--- config.mk ---
export PLATFORM = sky130hd
export DESIGN_NAME = ring_fsm_param
export DESIGN_NICKNAME = d
export VERILOG_FILES = /design/src/rtl/ring_fsm_param.sv
export SDC_FILE = /design/constraint.sdc
export NUM_CORES = 1
export LEC_CHECK = 0
export ABC_AREA = 1
export CAP_MARGIN = 15
export CORE_MARGIN = 3
export CORE_UTILIZATION = 40
export DETAILED_ROUTE_END_ITERATION = 8
export PLACE_DENSITY_LB_ADDON = 0.05
export SYNTH_ARGS = -nofsm -noshare
export SYNTH_HDL_FRONTEND = slang
export SYNTH_SLANG_ARGS = --single-unit
--- constraint.sdc ---
create_clock -name clk -period 1.5 [get_ports clk]
set_clock_uncertainty 0.05 [all_clocks]
set_input_delay 0.3 -clock clk [delete_from_list [all_inputs] [get_ports clk]]
set_output_delay 0.3 -clock clk [all_outputs]
set_load 0.1 [all_outputs]
--- src/rtl/ring_fsm_param.sv ---
// ring_fsm_param: parametrised one-hot ring controller with timed states,
// abort, wrap pulse and a select-steered activity counter.
module ring_fsm_param #(
  parameter int unsigned                 NUM_STATES = 4,
  parameter int unsigned                 DATA_W     = 8,
  parameter int unsigned                 DWELL      = 16,
  parameter logic [NUM_STATES-1:0]       TIMED_MASK = 'b0100
) (
  input  logic                          clk,
  input  logic                          rst,
  input  logic [NUM_STATES-1:0]         i_adv,
  input  logic                          i_abort,
  input  logic                          i_sel,
  input  logic                          i_sel_valid,
  output logic [NUM_STATES-1:0]         state,
  output logic [$clog2(NUM_STATES)-1:0] o_state_idx,
  output logic [DATA_W-1:0]             o_data1,
  output logic [DATA_W-1:0]             o_data2,
  output logic                          o_wrap
);

  localparam int unsigned IW = $clog2(NUM_STATES);
  localparam int unsigned DW = (DWELL > 1) ? $clog2(DWELL) : 1;
  localparam logic [IW-1:0] LAST_IDX  = IW'(NUM_STATES - 1);
  localparam logic [DW-1:0] DWELL_END = DW'(DWELL - 1);

  logic [NUM_STATES-1:0] state_q, state_d;
  logic [IW-1:0]         idx_q, idx_d;
  logic [DW-1:0]         dwell_q, dwell_d;
  logic [DATA_W-1:0]     cnt_q, cnt_d;
  logic [DATA_W-1:0]     data1_q, data1_d;
  logic [DATA_W-1:0]     data2_q, data2_d;
  logic                  wrap_q, wrap_d;
  logic                  sel_q;
  logic                  adv;

  // Binary index is registered next to the one-hot vector so both always agree.
  always_ff @(posedge clk or negedge rst) begin
    if (!rst) begin
      state_q <= NUM_STATES'(1);
      idx_q   <= '0;
      dwell_q <= '0;
      cnt_q   <= '0;
      data1_q <= '0;
      data2_q <= '0;
      wrap_q  <= 1'b0;
      sel_q   <= 1'b0;
    end else begin
      state_q <= state_d;
      idx_q   <= idx_d;
      dwell_q <= dwell_d;
      cnt_q   <= cnt_d;
      data1_q <= data1_d;
      data2_q <= data2_d;
      wrap_q  <= wrap_d;
      if (i_sel_valid) begin
        sel_q <= i_sel;
      end
    end
  end

  assign adv = i_adv[idx_q] | (TIMED_MASK[idx_q] & (dwell_q == DWELL_END));

  // Abort beats advance beats hold; the counter runs in every state but 0.
  always_comb begin
    state_d = state_q;
    idx_d   = idx_q;
    dwell_d = dwell_q;
    cnt_d   = cnt_q;
    data1_d = data1_q;
    data2_d = data2_q;
    wrap_d  = 1'b0;
    if (i_abort) begin
      state_d = NUM_STATES'(1);
      idx_d   = '0;
      cnt_d   = '0;
      dwell_d = '0;
    end else begin
      if (idx_q != '0) begin
        cnt_d = cnt_q + 1'b1;
        if (sel_q) begin
          data2_d = cnt_q + 1'b1;
        end else begin
          data1_d = cnt_q + 1'b1;
        end
      end
      if (adv) begin
        state_d = {state_q[NUM_STATES-2:0], state_q[NUM_STATES-1]};
        dwell_d = '0;
        if (idx_q == LAST_IDX) begin
          idx_d  = '0;
          wrap_d = 1'b1;
          cnt_d  = '0;
        end else begin
          idx_d = idx_q + 1'b1;
        end
      end else if (TIMED_MASK[idx_q]) begin
        dwell_d = dwell_q + 1'b1;
      end else begin
        dwell_d = '0;
      end
    end
  end

  assign state       = state_q;
  assign o_state_idx = idx_q;
  assign o_data1     = data1_q;
  assign o_data2     = data2_q;
  assign o_wrap      = wrap_q;

endmodule

; ---- Word level (Yosys, flattened, before mapping)
; Cells that the tools add are included.
[word_totals]
reg_bits = 36
inputBits = 9
output_inout_bits = 23
[classes]
n_addsub = 3
n_lt_le_gt_ge = 1
eq_ne = 2
mux = 19
n_bitwise = 4
n_reduce_logical = 4
[ops]
columns = cell, count
row1 = $mux W8, 4
row2 = $mux W4, 5
row3 = $add A8 B1 Y8 const B, 1
row4 = $mux W2, 3
row5 = $reduce_and A3 Y1, 2
row6 = $mux W1, 5
row7 = $add A4 B1 Y4 const B, 1
row8 = $bmux W1 S2, 2
row9 = $eq A4 B4 Y1 const B, 1
row10 = $reduce_bool A2 Y1, 2
row11 = $lt A2 B3 Y1 const B, 1
row12 = $add A2 B1 Y2 const B, 1
row13 = $eq A2 B2 Y1 const B, 1
row14 = $not A1 Y1, 2
row15 = $and A1 B1 Y1, 1
row16 = $or A1 B1 Y1, 1

; ---- Longest topological paths before layout
; Gate-level depths: netlist (run 1).
[logic_depth]
depth_word = 6
mapped_depth = 8

; ---- Worst setup path before layout (run 1)
; OpenSTA, ideal clock, no wires.
[synth_path]
path_type = register -> register
start = register idx_q[1] (netlist: o_state_idx[1])
end = register data2_q[0] (netlist: o_data2[0])
arrival_time_ns = 2.016
t_required_ns = 1.320
setup_slack_ns = -0.696
path_stages_with_launch = 9
n_path_buf = 2
cell_sequence = dfrtp_1 -> inv_1 -> ha_1 -> buf_6 -> nor2_1 -> nand2_1 -> buf_2 -> nand2_1 -> o21ai_0
[synth_via]
elab_chain_cells = 2
[synth_lines]
columns = item, line_no
row1 = start: declaration, 28  ; logic [IW-1:0] idx_q, idx_d;
row2 = start signal: assignment, 50  ; idx_q <= idx_d;
row3 = $reduce_bool A2 Y1, 79  ; if (idx_q != '0) begin
row4 = $reduce_and A3 Y1 (no line), n/a
row5 = end signal: assignment, 54  ; data2_q <= data2_d;
row6 = end: declaration, 32  ; logic [DATA_W-1:0] data2_q, data2_d;
; Every way passes these cells.
; A chain may end at the register's enable or synchronous reset.

; ---- Final worst setup path (run 1)
[layout_path]
start = register idx_q[0] (netlist: o_state_idx[0])
end = output o_state_idx[0]
[layout_lines]
columns = item, line_no
row1 = end: declaration, 16  ; output logic [$clog2(NUM_STATES)-1:0] o_state_idx,
; No word-level cell between the ends.

==> results.cfg, run 1 <==
[critical_path]
critical_path_peak_fanout = 5
worstPathRequired_ns = 1.15
critical_path.startpoint_type = flop
worst_setup_path_end_kind = output pin
r2r_cells = 7
arrival_ns = 1.12
setup.reg_to_reg.worst_slack_ns = 0.04
timing.setup.critical_path_class = flop to output pin

[floorplan]
die_area_um2 = 5160
floorplan_die_width_um = 71.8
floorplan.io_pins = 32
die_span_y_um = 71.8
rows = 23
start_util_pct = 42.4
placeableCoreArea_um2 = 4090

[synth]
yosysWarnings = 0
synth_sequential_area_ratio_pct = 52.1
post_synth_main_area_contributors = sky130_fd_sc_hd__dfrtp_1, sky130_fd_sc_hd__nand2_1, sky130_fd_sc_hd__inv_1, sky130_fd_sc_hd__nand3_1, sky130_fd_sc_hd__o21ai_0
synth_top_area_share_pct = 50.5
ys_ff_latch = 36
syn_area_um2 = 1730
avgSynthCellArea_um2 = 8.93
postSynthCellCount = 194
synth_cell_type_count = 26
total_nets_after_synthesis = 208
synth_area_leader_cell = sky130_fd_sc_hd__dfrtp_1

[drt]
detail_route.wl_per_cell_um = 12.9
detail_route.first_pass.iterations = 4
drt_iter0_markers = 97
drtAntennaViolNets = 0
vias_per_cell = 4.85
remaining_drc_errors = 0
vias = 1426
routed_wirelength_mm = 3.79

[cts]
ctsLongestPathBuffers = 2
cts_htree_levels = 2
insertion_delay_ns = 0.28
clk_pin_slew_ns = 0.07
tritoncts_num_sinks = 36
cts_made_buffers = 5
hold_buffers = 0
tritoncts = yes
cts_root_buffer = sky130_fd_sc_hd__clkbuf_8

[power]
power.sequential.fraction_pct = 25.6
netSwitchingPower_mw = 3.26
leakagePower_nw = 1.22
power.clock.fraction_pct = 10.9
share_of_total_power_in_combinational_logic_pct = 63.6
switching_share_pct = 50.7
ir_drop_uv = 1230
internal-power_mw = 3.17
power-per-cell-area_nw_per_um2 = 2450

[final_layout]
num-nets-final = 257
num_antenna_cells = 0
layout-area-overhead-vs-synth_pct = 51.7
post_layout_nonfiller_instances = 294
post_route_cells_drive_above_1_share_pct = 31.6
stdcell_area_um2 = 2630

[timing]
final_hold_viol_count = 0
achievable-frequency_ghz = 0.682
final_max_slew_viol_count = 0
slew_headroom_pct = 82.2
fin_crit_sh_pct = 97.8
rsz0062_at_grt = yes
finalCriticalPeriod_ns = 1.47
worst-slew-pin-transition_ns = 0.266
setup-violations-final = 0

[global_route]
grt_residual_overflow = 0
grt_pass1_wl_mm = 6.58
grt_start_max_net_pins = 37
initial_antenna_violation_count = 0
first_global_vias = 1416
globalRouteTotalUtil_pct = 16.6

[worst_hold_path]
timing.hold.worst.class = input port to asynchronous set/reset pin

[place]
numPortBuffers = 31
gp_congestion = 0.834
dp_hpwl_mm = 2.88
dpl.cell_count = 284
post_dp_cell_area_um2 = 2490

[job]
max_cap_viol = 0

[outcome]
status = completed
## cells in the mapped netlist
cell type,n
sky130_fd_sc_hd__ha_1,5
sky130_fd_sc_hd__buf_2,2
sky130_fd_sc_hd__inv_2,1
sky130_fd_sc_hd__a21oi_1,2
sky130_fd_sc_hd__nand2_1,51
sky130_fd_sc_hd__xor2_1,3
sky130_fd_sc_hd__nand3_2,3
sky130_fd_sc_hd__nand3_1,13
sky130_fd_sc_hd__o21bai_1,1
sky130_fd_sc_hd__buf_6,1
sky130_fd_sc_hd__nor3_1,3
sky130_fd_sc_hd__clkinv_2,1
sky130_fd_sc_hd__o21ai_0,13
sky130_fd_sc_hd__dfrtp_1,35
sky130_fd_sc_hd__nor2_1,12
sky130_fd_sc_hd__nand4_1,1
sky130_fd_sc_hd__and2_1,1
sky130_fd_sc_hd__nand2_2,2
sky130_fd_sc_hd__dfstp_2,1
sky130_fd_sc_hd__inv_1,19
sky130_fd_sc_hd__nand2_4,4
sky130_fd_sc_hd__a31oi_1,2
sky130_fd_sc_hd__o21ai_1,8
sky130_fd_sc_hd__nand4_4,1
sky130_fd_sc_hd__nand3_4,1
sky130_fd_sc_hd__nor2_2,8
## power groups by stage
stage,Clock [mW],Sequential [mW],Combinational [mW]
after floorplan,0,3.14,1.04
after global placement,0,1.64,4.01
after detailed placement,0,1.65,4.06
after CTS,0.722,1.64,4.07
after global routing,0.763,1.69,4.31
final,0.699,1.64,4.09
## sequential cells by signal, summed over array words and instances (netlist names)
name and flops:
o_data1 8, o_state_idx 2, sel_q 1, state 4, o_data2 8, o_wrap 1
dwell_q 4, cnt_q 8
## critical path: stages (launching register included)
cell	delay (ns)
sky130_fd_sc_hd__dfrtp_4	0.52
sky130_fd_sc_hd__buf_4	0.16
sky130_fd_sc_hd__buf_12	0.15
## layout make-up
type | instances | area (µm²)
timing repair buffer | 45 | 683
sequential | 36 | 910
multi-input combinational | 134 | 793
clock buffer | 8 | 90.1
inverter | 21 | 90.1
tap | 50 | 62.6
fill | 321 | 1460
## path summary, 6_finish.rpt
| check | start | endpoint |
|---|---|---|
| max in group asynchronous | rst | state[0]$_DFFE_PN1P_ |
| max reg2reg | o_state_idx[0]$_DFFE_PN0P_ | cnt_q[1]$_DFF_PN0_ |
| max | o_state_idx[0]$_DFFE_PN0P_ | o_state_idx[0] |
| min in group clk | dwell_q[0]$_DFF_PN0_ | dwell_q[0]$_DFF_PN0_ |
| min reg2reg | dwell_q[0]$_DFF_PN0_ | dwell_q[0]$_DFF_PN0_ |
| min | rst | o_data2[3]$_DFFE_PN0P_ |
## kinds of logic (layout without fill, tap and decap cells)
group	after synthesis	in the layout	share of synthesized area (%)
simple gates	100	100	29.2
xor+xnor	3	3	1.52
compound gates	26	26	7.80
flops	36	36	52.1
buf+inv	24	74	5.85
fa+ha+maj	5	5	3.61
## placed cells by master (no fill, tap or decap), types with 3 or more instances in the layout
cell type,synthesis,routed
sky130_fd_sc_hd__buf_12,0,26
sky130_fd_sc_hd__buf_4,0,11
sky130_fd_sc_hd__clkbuf_8,0,6
sky130_fd_sc_hd__clkdlybuf4s50_1,0,8
sky130_fd_sc_hd__dfrtp_1,35,33
sky130_fd_sc_hd__ha_1,5,3
sky130_fd_sc_hd__inv_1,19,18
sky130_fd_sc_hd__nand2_1,51,49
sky130_fd_sc_hd__nand2_2,2,4
sky130_fd_sc_hd__nand2_4,4,3
sky130_fd_sc_hd__nand3_1,13,11
sky130_fd_sc_hd__nand3_2,3,5
sky130_fd_sc_hd__nor2_1,12,11
sky130_fd_sc_hd__nor2_2,8,8
sky130_fd_sc_hd__nor3_1,3,3
sky130_fd_sc_hd__o21ai_0,13,6
sky130_fd_sc_hd__o21ai_1,8,13
sky130_fd_sc_hd__xor2_1,3,3
## layer usage
layer	routed length (µm)	global-route usage, %	part of all wire [%]	vias up
met1	1600	20.5	42	662
met3	195	5.89	5.1	8
met4	70	5.64	1.8	0
li1	-	-	-	724
met2	1920	26.9	51	32
met5	0	0	0	-
## timing repair
item                                    4_1_cts  5_1_grt
setup buffers                                 0        2
gates resized for setup                       0        6
endpoints found under the hold margin         0        0
endpoints found under the setup margin        0       10
## per-stage QoR
stage	util (%)	total power [mW]	worst slack [ns]	hold WS (ns)	TNS, ns
5_1_grt	64.3	6.76	-0.0163	0.366	-0.0829
3_5_place_dp	61.1	5.71	-0.0605	0.444	-0.855
3_3_place_gp	61.1	5.66	-0.0187	0.428	-0.0790
2_1_floorplan	-	4.18	-0.0907	-0.0456	-1.57
4_1_cts	63.3	6.43	0.00306	0.348	0
6_report	64.3	6.43	0.0330	0.348	0
No activity file was read; power rests on OpenSTA's default activity.
==> run 2: changes to the inputs <==
- CTS_CLUSTER_SIZE: not set -> 30
- SLEW_MARGIN: not set -> 20
==> results of run 2 <==
Final layout, timing and power as in run 1 (identical DEF).
==> run 3: changes to the inputs <==
- clock period: 1.5 -> 1.55 ns (I/O delays scaled with it)
==> run 3 against run 2 <==
  * Routed wire length is 3.7% lower
  * Global-route usage is 0.52 points lower
  * Clock-buffer cell count stayed put
  * Register-to-register slack better by 0.03 ns
  * Die area stayed put
  * Setup slack better by 0.041 ns
  * First-iteration DRC count is 13% lower
  * Sequential cell count stayed put
  * Critical path type is now flop to flop
  * Critical endpoint is now cnt_q[2]$_DFF_PN0_
==> results.cfg, run 3 (synthesis results as in run 1) <==
[timing]
worst-slew-pin-transition_ns = 0.256
rsz0062_at_grt = no
slew_headroom_pct = 82.9
final_max_slew_viol_count = 0
setup_total_negative_slack_ns = 0
final.setup.worst_slack_ns = 0.0743
finalCriticalPeriod_ns = 1.48
fin_crit_sh_pct = 95.2
setup-violations-final = 0
achievable-frequency_ghz = 0.678
final_hold_viol_count = 0

[floorplan]
die_span_y_um = 71.8
die_area_um2 = 5160
placeableCoreArea_um2 = 4090
start_util_pct = 42.4
rows = 23
floorplan.io_pins = 32
floorplan_die_width_um = 71.8

[global_route]
globalRouteTotalUtil_pct = 16.0
first_global_vias = 1399
grt_residual_overflow = 0
grt_pass1_wl_mm = 6.44
initial_antenna_violation_count = 0
grt_start_max_net_pins = 37

[outcome]
status = completed

[drt]
drtAntennaViolNets = 0
detail_route.wl_per_cell_um = 12.5
routed_wirelength_mm = 3.65
remaining_drc_errors = 0
drt_iter0_markers = 84
vias_per_cell = 4.86
detail_route.first_pass.iterations = 4
vias = 1414

[worst_hold_path]
timing.hold.worst.class = input port to asynchronous set/reset pin

[final_layout]
post_route_cells_drive_above_1_share_pct = 29.0
num-nets-final = 254
final_common_cell = sky130_fd_sc_hd__nand2_1
fill_cells = 327
final_cell_mix = sky130_fd_sc_hd__nand2_1, sky130_fd_sc_hd__dfrtp_1, sky130_fd_sc_hd__buf_12
layout-area-overhead-vs-synth_pct = 47.8
num_antenna_cells = 0
final_core_utilization_pct = 62.7

[critical_path]
crit_path_cell_trace = inv_4 > ha_2 > nand4_4 > nand2_4 > nand2_4 > nand2_8 > nor2_2
setup.reg_to_reg.worst_slack_ns = 0.07
r2r_cells = 7
worstPathRequired_ns = 1.67
worst_setup_path_end_kind = flop
arrival_ns = 1.60
timing.setup.critical_path_class = flop to flop
timing.rr.end = cnt_q[2]$_DFF_PN0_
critical_path_peak_fanout = 7
crit_slowest_cell = sky130_fd_sc_hd__dfrtp_4
slowest_delay_ns = 0.49
regToRegStartpoint = o_state_idx[0]$_DFFE_PN0P_
cpMostUsedCell = sky130_fd_sc_hd__nand2_4
critical_path.startpoint_type = flop

[cts]
tritoncts_num_sinks = 36
ctsLongestPathBuffers = 2
cts_made_buffers = 5
tritoncts = yes
insertion_delay_ns = 0.28
hold_buffers = 0
clk_pin_slew_ns = 0.07
cts_htree_levels = 2
cts_root_buffer = sky130_fd_sc_hd__clkbuf_8

[place]
pre_cts_slack_ns = -0.0146
dp_hpwl_mm = 2.78
gp_congestion = 0.841
numPortBuffers = 31

[job]
max_cap_viol = 0
run 3: how the worst max path moves through the flow:
| stage | from | end | slack (ns) |
|---|---|---|---|
| after CTS | o_state_idx[0]$_DFFE_PN0P_ | cnt_q[2]$_DFF_PN0_ | 0.04 |
| after detailed placement | i_abort | o_data1[7]$_DFFE_PN0P_ | -0.01 |
| after global placement | i_abort | o_data1[4]$_DFFE_PN0P_ | -0.01 |
| final | o_state_idx[0]$_DFFE_PN0P_ | cnt_q[2]$_DFF_PN0_ | 0.07 |
| after floorplan | o_state_idx[0]$_DFFE_PN0P_ | cnt_q[4]$_DFF_PN0_ | -0.05 |
| after global routing | cnt_q[1]$_DFF_PN0_ | cnt_q[6]$_DFF_PN0_ | 0.006 |
run 3: area by class of cell:
cell class / instances / area [µm²] / share of cell area [%]
sequential: 36 / 910 / 35.5
clock buffer: 8 / 90.1 / 3.52
tap: 50 / 62.6 / 2.44
inverter: 21 / 85.1 / 3.32
multi-input combinational: 134 / 766 / 29.9
timing repair buffer: 42 / 648 / 25.3
run 3: critical path: cells and delay by family (launching register included):
kind	cells	cell delay [ns]
buffers and inverters	1	0.10
flip-flops	1	0.49
AND/OR/NAND/NOR	5	0.51
adder cells (fa/ha/maj)	1	0.22
run 3: through the flow:
stage	hold WS (ns)	cells	area [µm²]
floorplan	-0.0356	194	1790
global placement	0.432	282	2450
detailed placement	0.447	282	2450
CTS	0.348	290	2540
global route	0.367	291	2560
finish	0.337	291	2560
run 3: metal layers:
layer	up-vias	wire [µm]	track usage (%)
met3	7	172	4.21
met2	36	1880	27.6
met1	662	1540	19.4
met4	0	60	5.64
met5	-	0	0
li1	709	-	-
run 3: what timing repair did:
item | 4_1_cts | 5_1_grt
endpoints found under the setup margin | 0 | 5
gates resized for setup | 0 | 1
endpoints found under the hold margin | 0 | 0
setup buffers | 0 | 1
Power of run 3 is left out: the tool's default activity adds up to more than one toggle a clock period on the data nets, which glitch-free logic cannot reach.
